## src/rtl/exe_stage.sv

```systemverilog
// Execute stage: operand-B select, single-cycle ALU, iterative unsigned mul/div
// with HI/LO, and the EXE/MEM output register.
module exe_stage (
    input  logic        clock,
    input  logic        reset,
    input  logic        in_valid,
    input  logic [31:0] ddpc4,
    input  logic [31:0] ddata1,
    input  logic [31:0] ddata2,
    input  logic [31:0] dext_imm,
    input  logic [4:0]  drw,
    input  logic [4:0]  naluop,
    input  logic        ns_b,
    input  logic        nreg_write,
    input  logic        nmem_write,
    input  logic [1:0]  ns_data_write,
    output logic        stall,
    output logic [31:0] ealu,
    output logic [31:0] edata2,
    output logic [31:0] epc4,
    output logic [4:0]  erw,
    output logic        ereg_write,
    output logic        emem_write,
    output logic        evalid,
    output logic [1:0]  es_data_write
);
    localparam int unsigned XLEN = 32;
    localparam int unsigned RW   = 5;
    localparam int unsigned CNTW = 5;

    localparam logic [4:0] OP_ADD   = 5'd0;
    localparam logic [4:0] OP_SUB   = 5'd1;
    localparam logic [4:0] OP_AND   = 5'd2;
    localparam logic [4:0] OP_OR    = 5'd3;
    localparam logic [4:0] OP_XOR   = 5'd4;
    localparam logic [4:0] OP_NOR   = 5'd5;
    localparam logic [4:0] OP_SLT   = 5'd6;
    localparam logic [4:0] OP_SLTU  = 5'd7;
    localparam logic [4:0] OP_SLL   = 5'd8;
    localparam logic [4:0] OP_SRL   = 5'd9;
    localparam logic [4:0] OP_SRA   = 5'd10;
    localparam logic [4:0] OP_LUI   = 5'd11;
    localparam logic [4:0] OP_MULTU = 5'd12;
    localparam logic [4:0] OP_DIVU  = 5'd13;
    localparam logic [4:0] OP_MFHI  = 5'd14;
    localparam logic [4:0] OP_MFLO  = 5'd15;

    typedef enum logic [1:0] {ST_IDLE, ST_BUSY, ST_DONE} state_e;

    state_e            state_q, state_d;
    logic [CNTW-1:0]   cnt_q, cnt_d;
    logic              is_div_q, is_div_d;
    logic [XLEN-1:0]   opb_q, opb_d;
    logic [XLEN-1:0]   wh_q, wh_d;
    logic [XLEN-1:0]   wl_q, wl_d;
    logic [XLEN-1:0]   hi_q, hi_d;
    logic [XLEN-1:0]   lo_q, lo_d;

    logic [XLEN-1:0]   ealu_q, ealu_d;
    logic [XLEN-1:0]   edata2_q, edata2_d;
    logic [XLEN-1:0]   epc4_q, epc4_d;
    logic [RW-1:0]     erw_q, erw_d;
    logic              ereg_write_q, ereg_write_d;
    logic              emem_write_q, emem_write_d;
    logic              evalid_q, evalid_d;
    logic [1:0]        es_data_write_q, es_data_write_d;

    logic [XLEN-1:0]   op_b;
    logic [XLEN-1:0]   alu_res;
    logic              is_muldiv;
    logic              start;
    logic [XLEN:0]     mul_sum;
    logic [XLEN:0]     rem_shift;
    logic [XLEN:0]     div_diff;

    assign op_b      = ns_b ? dext_imm : ddata2;
    assign is_muldiv = (naluop == OP_MULTU) || (naluop == OP_DIVU);
    assign start     = (state_q == ST_IDLE) && in_valid && is_muldiv;
    assign stall     = start || (state_q == ST_BUSY);

    // Multiply: {wh,wl} holds partial product in the top and unconsumed multiplier bits below.
    assign mul_sum   = {1'b0, wh_q} + (wl_q[0] ? {1'b0, opb_q} : (XLEN+1)'(0));
    // Divide: wh is the running remainder, wl shifts dividend out and quotient in.
    assign rem_shift = {wh_q, wl_q[XLEN-1]};
    assign div_diff  = rem_shift - {1'b0, opb_q};

    always_comb begin
        alu_res = '0;
        case (naluop)
            OP_ADD:  alu_res = ddata1 + op_b;
            OP_SUB:  alu_res = ddata1 - op_b;
            OP_AND:  alu_res = ddata1 & op_b;
            OP_OR:   alu_res = ddata1 | op_b;
            OP_XOR:  alu_res = ddata1 ^ op_b;
            OP_NOR:  alu_res = ~(ddata1 | op_b);
            OP_SLT:  alu_res = XLEN'($signed(ddata1) < $signed(op_b));
            OP_SLTU: alu_res = XLEN'(ddata1 < op_b);
            OP_SLL:  alu_res = op_b << ddata1[4:0];
            OP_SRL:  alu_res = op_b >> ddata1[4:0];
            OP_SRA:  alu_res = XLEN'($signed(op_b) >>> ddata1[4:0]);
            OP_LUI:  alu_res = {op_b[15:0], 16'h0000};
            OP_MFHI: alu_res = hi_q;
            OP_MFLO: alu_res = lo_q;
            default: alu_res = '0;
        endcase
    end

    // Mul/div sequencer: IDLE loads, BUSY runs 32 steps, DONE commits HI/LO.
    always_comb begin
        state_d  = state_q;
        cnt_d    = cnt_q;
        is_div_d = is_div_q;
        opb_d    = opb_q;
        wh_d     = wh_q;
        wl_d     = wl_q;
        hi_d     = hi_q;
        lo_d     = lo_q;
        case (state_q)
            ST_IDLE: begin
                if (start) begin
                    state_d  = ST_BUSY;
                    cnt_d    = '0;
                    is_div_d = (naluop == OP_DIVU);
                    opb_d    = op_b;
                    wh_d     = '0;
                    wl_d     = ddata1;
                end
            end
            ST_BUSY: begin
                if (is_div_q) begin
                    if (!div_diff[XLEN]) begin
                        wh_d = div_diff[XLEN-1:0];
                        wl_d = {wl_q[XLEN-2:0], 1'b1};
                    end else begin
                        wh_d = rem_shift[XLEN-1:0];
                        wl_d = {wl_q[XLEN-2:0], 1'b0};
                    end
                end else begin
                    wh_d = mul_sum[XLEN:1];
                    wl_d = {mul_sum[0], wl_q[XLEN-1:1]};
                end
                cnt_d = cnt_q + CNTW'(1);
                if (cnt_q == CNTW'(31)) begin
                    state_d = ST_DONE;
                end
            end
            ST_DONE: begin
                hi_d    = wh_q;
                lo_d    = wl_q;
                state_d = ST_IDLE;
            end
            default: state_d = ST_IDLE;
        endcase
    end

    // EXE/MEM register input: bubble while stalled.
    always_comb begin
        ealu_d          = '0;
        edata2_d        = '0;
        epc4_d          = '0;
        erw_d           = '0;
        ereg_write_d    = 1'b0;
        emem_write_d    = 1'b0;
        evalid_d        = 1'b0;
        es_data_write_d = '0;
        if (!stall) begin
            ealu_d          = alu_res;
            edata2_d        = ddata2;
            epc4_d          = ddpc4;
            erw_d           = drw;
            ereg_write_d    = nreg_write & in_valid;
            emem_write_d    = nmem_write & in_valid;
            evalid_d        = in_valid;
            es_data_write_d = ns_data_write;
        end
    end

    always_ff @(posedge clock or negedge reset) begin
        if (!reset) begin
            state_q         <= ST_IDLE;
            cnt_q           <= '0;
            is_div_q        <= 1'b0;
            opb_q           <= '0;
            wh_q            <= '0;
            wl_q            <= '0;
            hi_q            <= '0;
            lo_q            <= '0;
            ealu_q          <= '0;
            edata2_q        <= '0;
            epc4_q          <= '0;
            erw_q           <= '0;
            ereg_write_q    <= 1'b0;
            emem_write_q    <= 1'b0;
            evalid_q        <= 1'b0;
            es_data_write_q <= '0;
        end else begin
            state_q         <= state_d;
            cnt_q           <= cnt_d;
            is_div_q        <= is_div_d;
            opb_q           <= opb_d;
            wh_q            <= wh_d;
            wl_q            <= wl_d;
            hi_q            <= hi_d;
            lo_q            <= lo_d;
            ealu_q          <= ealu_d;
            edata2_q        <= edata2_d;
            epc4_q          <= epc4_d;
            erw_q           <= erw_d;
            ereg_write_q    <= ereg_write_d;
            emem_write_q    <= emem_write_d;
            evalid_q        <= evalid_d;
            es_data_write_q <= es_data_write_d;
        end
    end

    assign ealu          = ealu_q;
    assign edata2        = edata2_q;
    assign epc4          = epc4_q;
    assign erw           = erw_q;
    assign ereg_write    = ereg_write_q;
    assign emem_write    = emem_write_q;
    assign evalid        = evalid_q;
    assign es_data_write = es_data_write_q;

endmodule

```

## config.mk

```make
export PLATFORM = sky130hd
export DESIGN_NAME = exe_stage
export DESIGN_NICKNAME = d
export VERILOG_FILES = /design/src/rtl/exe_stage.sv
export SDC_FILE = /design/constraint.sdc
export NUM_CORES = 1
export LEC_CHECK = 0
export CORE_MARGIN = 2
export CORE_UTILIZATION = 34
export CTS_CLUSTER_DIAMETER = 150
export CTS_CLUSTER_SIZE = 12
export DETAILED_ROUTE_END_ITERATION = 12
export MAX_ROUTING_LAYER = met4
export SLEW_MARGIN = 5
export SYNTH_ARGS = -nofsm -noshare
export SYNTH_HDL_FRONTEND = slang
export SYNTH_SLANG_ARGS = --single-unit
```

## constraint.sdc

```tcl
create_clock -name clock -period 10.39 [get_ports clock]
set_clock_uncertainty 0.15 [all_clocks]
set_input_delay 1.039 -clock clock [delete_from_list [all_inputs] [get_ports clock]]
set_output_delay 1.039 -clock clock [all_outputs]
set_load 0.05 [all_outputs]
```

==> metrics.cfg <==
[detailed_routing]
dr.pass1.iters=8
vias=23530
initialDrtViolationCount=3084
wire_per_inst_um=27.40
drc_errors=0
ant_nets=0
avgViaCountPerCell=6.002
wirelength_um=107400

[clock_tree]
post_cts_resized=0
insertion_delay_ns=0.59
clockBufferDepth=3
clkSlewWorstSetupHoldPaths_ns=0.07
root_buffer=clkbuf_16
cts_tree=yes
numClockSinks=274
htree_num_levels=1
hold_buffers=0
cts_buffers=26
post-cts-setup-buffers=0

[placement]
portBuffers=252
place_ws_ns=4.224
gp_congestion=1.083
place_hpwl_um=81810

[die]
start_util_pct=34.26
io_pins=253
die_x_um=269.4
core_sq_um=69910
rows=97
dieArea_sq_um=72570
die_h_um=269.4

[sta]
period_minus_slack_ns=5.627
setup_violations=0
period_share_pct=54.16
grt_setup_unrepaired=false
fin_setup_tns_ns=0
setup_slack_ns=4.763
hold_viol=0
worst_hold_slack_ns=0.3301
worstMarginPinSlew_ns=1.201
fmax_mhz=177.7
final_max_slew_viol_count=0
max-slew-margin-rel_pct=17.67

[final_layout]
area.growth.synth_to_final_pct=16.96
fillers=7158
nets=3294
drive_above_1_share_pct=8.401
final_common_cell=nand2_1
final_cell_mix=319 x nand2_1, 273 x dfrtp_1, 247 x clkdlybuf4s50_1

[pwr]
total_power_mw=5.951
p_per_area_nw_per_um2=212.5
power_leakage_nw=12.01
ir_drop_mv=0.1010

[logic_synthesis]
syn_inst=2835
synth.avg_cell_area_sq_um=8.447
syn_area_sq_um=23950
synth_area_leaders=dfrtp_1 29%, ha_1 8.8%, mux2i_1 5.4%
synth-warning-count=0
yosysSeqAreaShare_pct=28.63
synthDistinctLibCells=94
synth_edf_count=0
ys_async_sr_fraction_pct=100.0
syn_nets=3154
ys_ff_latch=274
synth-main-ff-cell=dfrtp_1
synth.top_cell.area_share_pct=28.63
yosys.area.top_type=dfrtp_1

[worst_setup_path]
arrival_ns=5.94
crit_type=in2reg
crit_fanout=58
cp.required_ns=10.71
worst_setup_path_end_kind=flop
critPathLaunchType=primary input

[outcome]
status=finished clean

[hold_path]
hold_path_class=in2async

[grt]
grt_max_degree=99
grt_pass1_vias=22520
antenna_found_initial=5
grt-ovfl-total=0
grt_pass1_wl_um=157600
grt_usage_pct=29.53

[flow_run]
maxCapViolCount=0

-- power breakdown --
group / leakage (nW) / switching, mW / internal, mW / total [mW]
Clock: 0.341 / 0.434 / 0.462 / 0.896
Sequential: 3.24 / 0.243 / 1.31 / 1.55
Combinational: 8.43 / 2.10 / 1.40 / 3.50
Total: 12.0 / 2.78 / 3.17 / 5.95
-- layout make-up --
class	count	area, sq um	share of cell area [%]
multi-input combinational	2219	15780	56.33
sequential	274	6858	24.48
timing repair buffer	311	2955	10.55
tap	940	1176	4.199
clock buffer	29	693.2	2.475
inverter	143	536.8	1.916
antenna	5	12.51	0.04467
-- cells in the mapped netlist (14+ instances only) --
cell      number
nand2_1      319
dfrtp_1      274
o21ai_0      231
a21oi_1      180
ha_1         169
nor2_1       159
clkbuf_1     152
inv_1        135
mux2i_1      129
and3_1        88
mux2_2        78
a31oi_1       69
a211oi_1      54
a21o_1        53
nor3_1        49
xnor2_1       45
nor2b_1       42
and2_1        38
a221oi_1      36
nand3_1       36
o211ai_1      34
a22oi_1       30
mux4_2        29
nand2b_1      27
o21bai_1      25
xor2_1        23
buf_2         20
a222oi_1      18
o31ai_1       17
o21a_1        16
a221o_1       15
nand4_1       15
buf_1         14
-- flip-flops by register name, summed over array words and instances (netlist names), 2 cells and up --
name / flops
ealu: 32
edata2: 32
epc4: 32
hi_q: 32
lo_q: 32
opb_q: 32
wh_q: 32
wl_q: 32
cnt_q: 5
erw: 5
es_data_write: 2
state_q: 2
-- kinds of logic after synthesis --
group | after synthesis | synth area share [%]
buf+inv | 342 | 5.815
mux | 244 | 12.48
simple gates | 822 | 16.23
xor+xnor | 68 | 2.487
fa+ha+maj | 173 | 9.164
compound gates | 912 | 25.19
flops | 274 | 28.63
-- worst paths after layout --
path / from / cells after the start / end / slack (ns)
setup / recovery: ns_b / 15 / ealu[28] / 4.76
max in group asynchronous: reset / 3 / wl_q[12] / 7.64
min in group clock: lo_q[31] / 2 / lo_q[31] / 0.36
setup reg to reg: wl_q[31] / 15 / wh_q[3] / 5.75
hold / removal: reset / 1 / epc4[17] / 0.33
hold reg to reg: lo_q[31] / 2 / lo_q[31] / 0.36
-- critical path, cell delays in order --
cell	delay, ns
buf_4	0.68
mux2i_1	0.76
inv_1	0.20
ha_1	0.32
fa_1	0.44
a21o_1	0.21
a221oi_2	0.37
a221o_1	0.27
a21oi_1	0.15
a211oi_2	0.38
nand2b_1	0.26
a2111oi_0	0.48
nor3_1	0.13
mux2i_1	0.15
o21ai_1	0.07
-- metal layers --
metal,vias up,share of wire (%),track usage (%)
li1,10720,-,-
met1,11490,43,39.74
met2,1100,43,43.50
met3,230,8.1,4.729
met4,0,5.4,13.44
met5,-,0,-
-- stage by stage --
stage	area (sq um)	std cells	util, %
4_1_cts	28000	3916	40.05
3_3_place_gp	27300	3887	39.06
3_5_place_dp	27300	3887	39.06
5_1_grt	28010	3921	40.07
6_report	28010	3921	40.07
2_1_floorplan	23950	2835	-
Power figures use the tool's default switching activity.
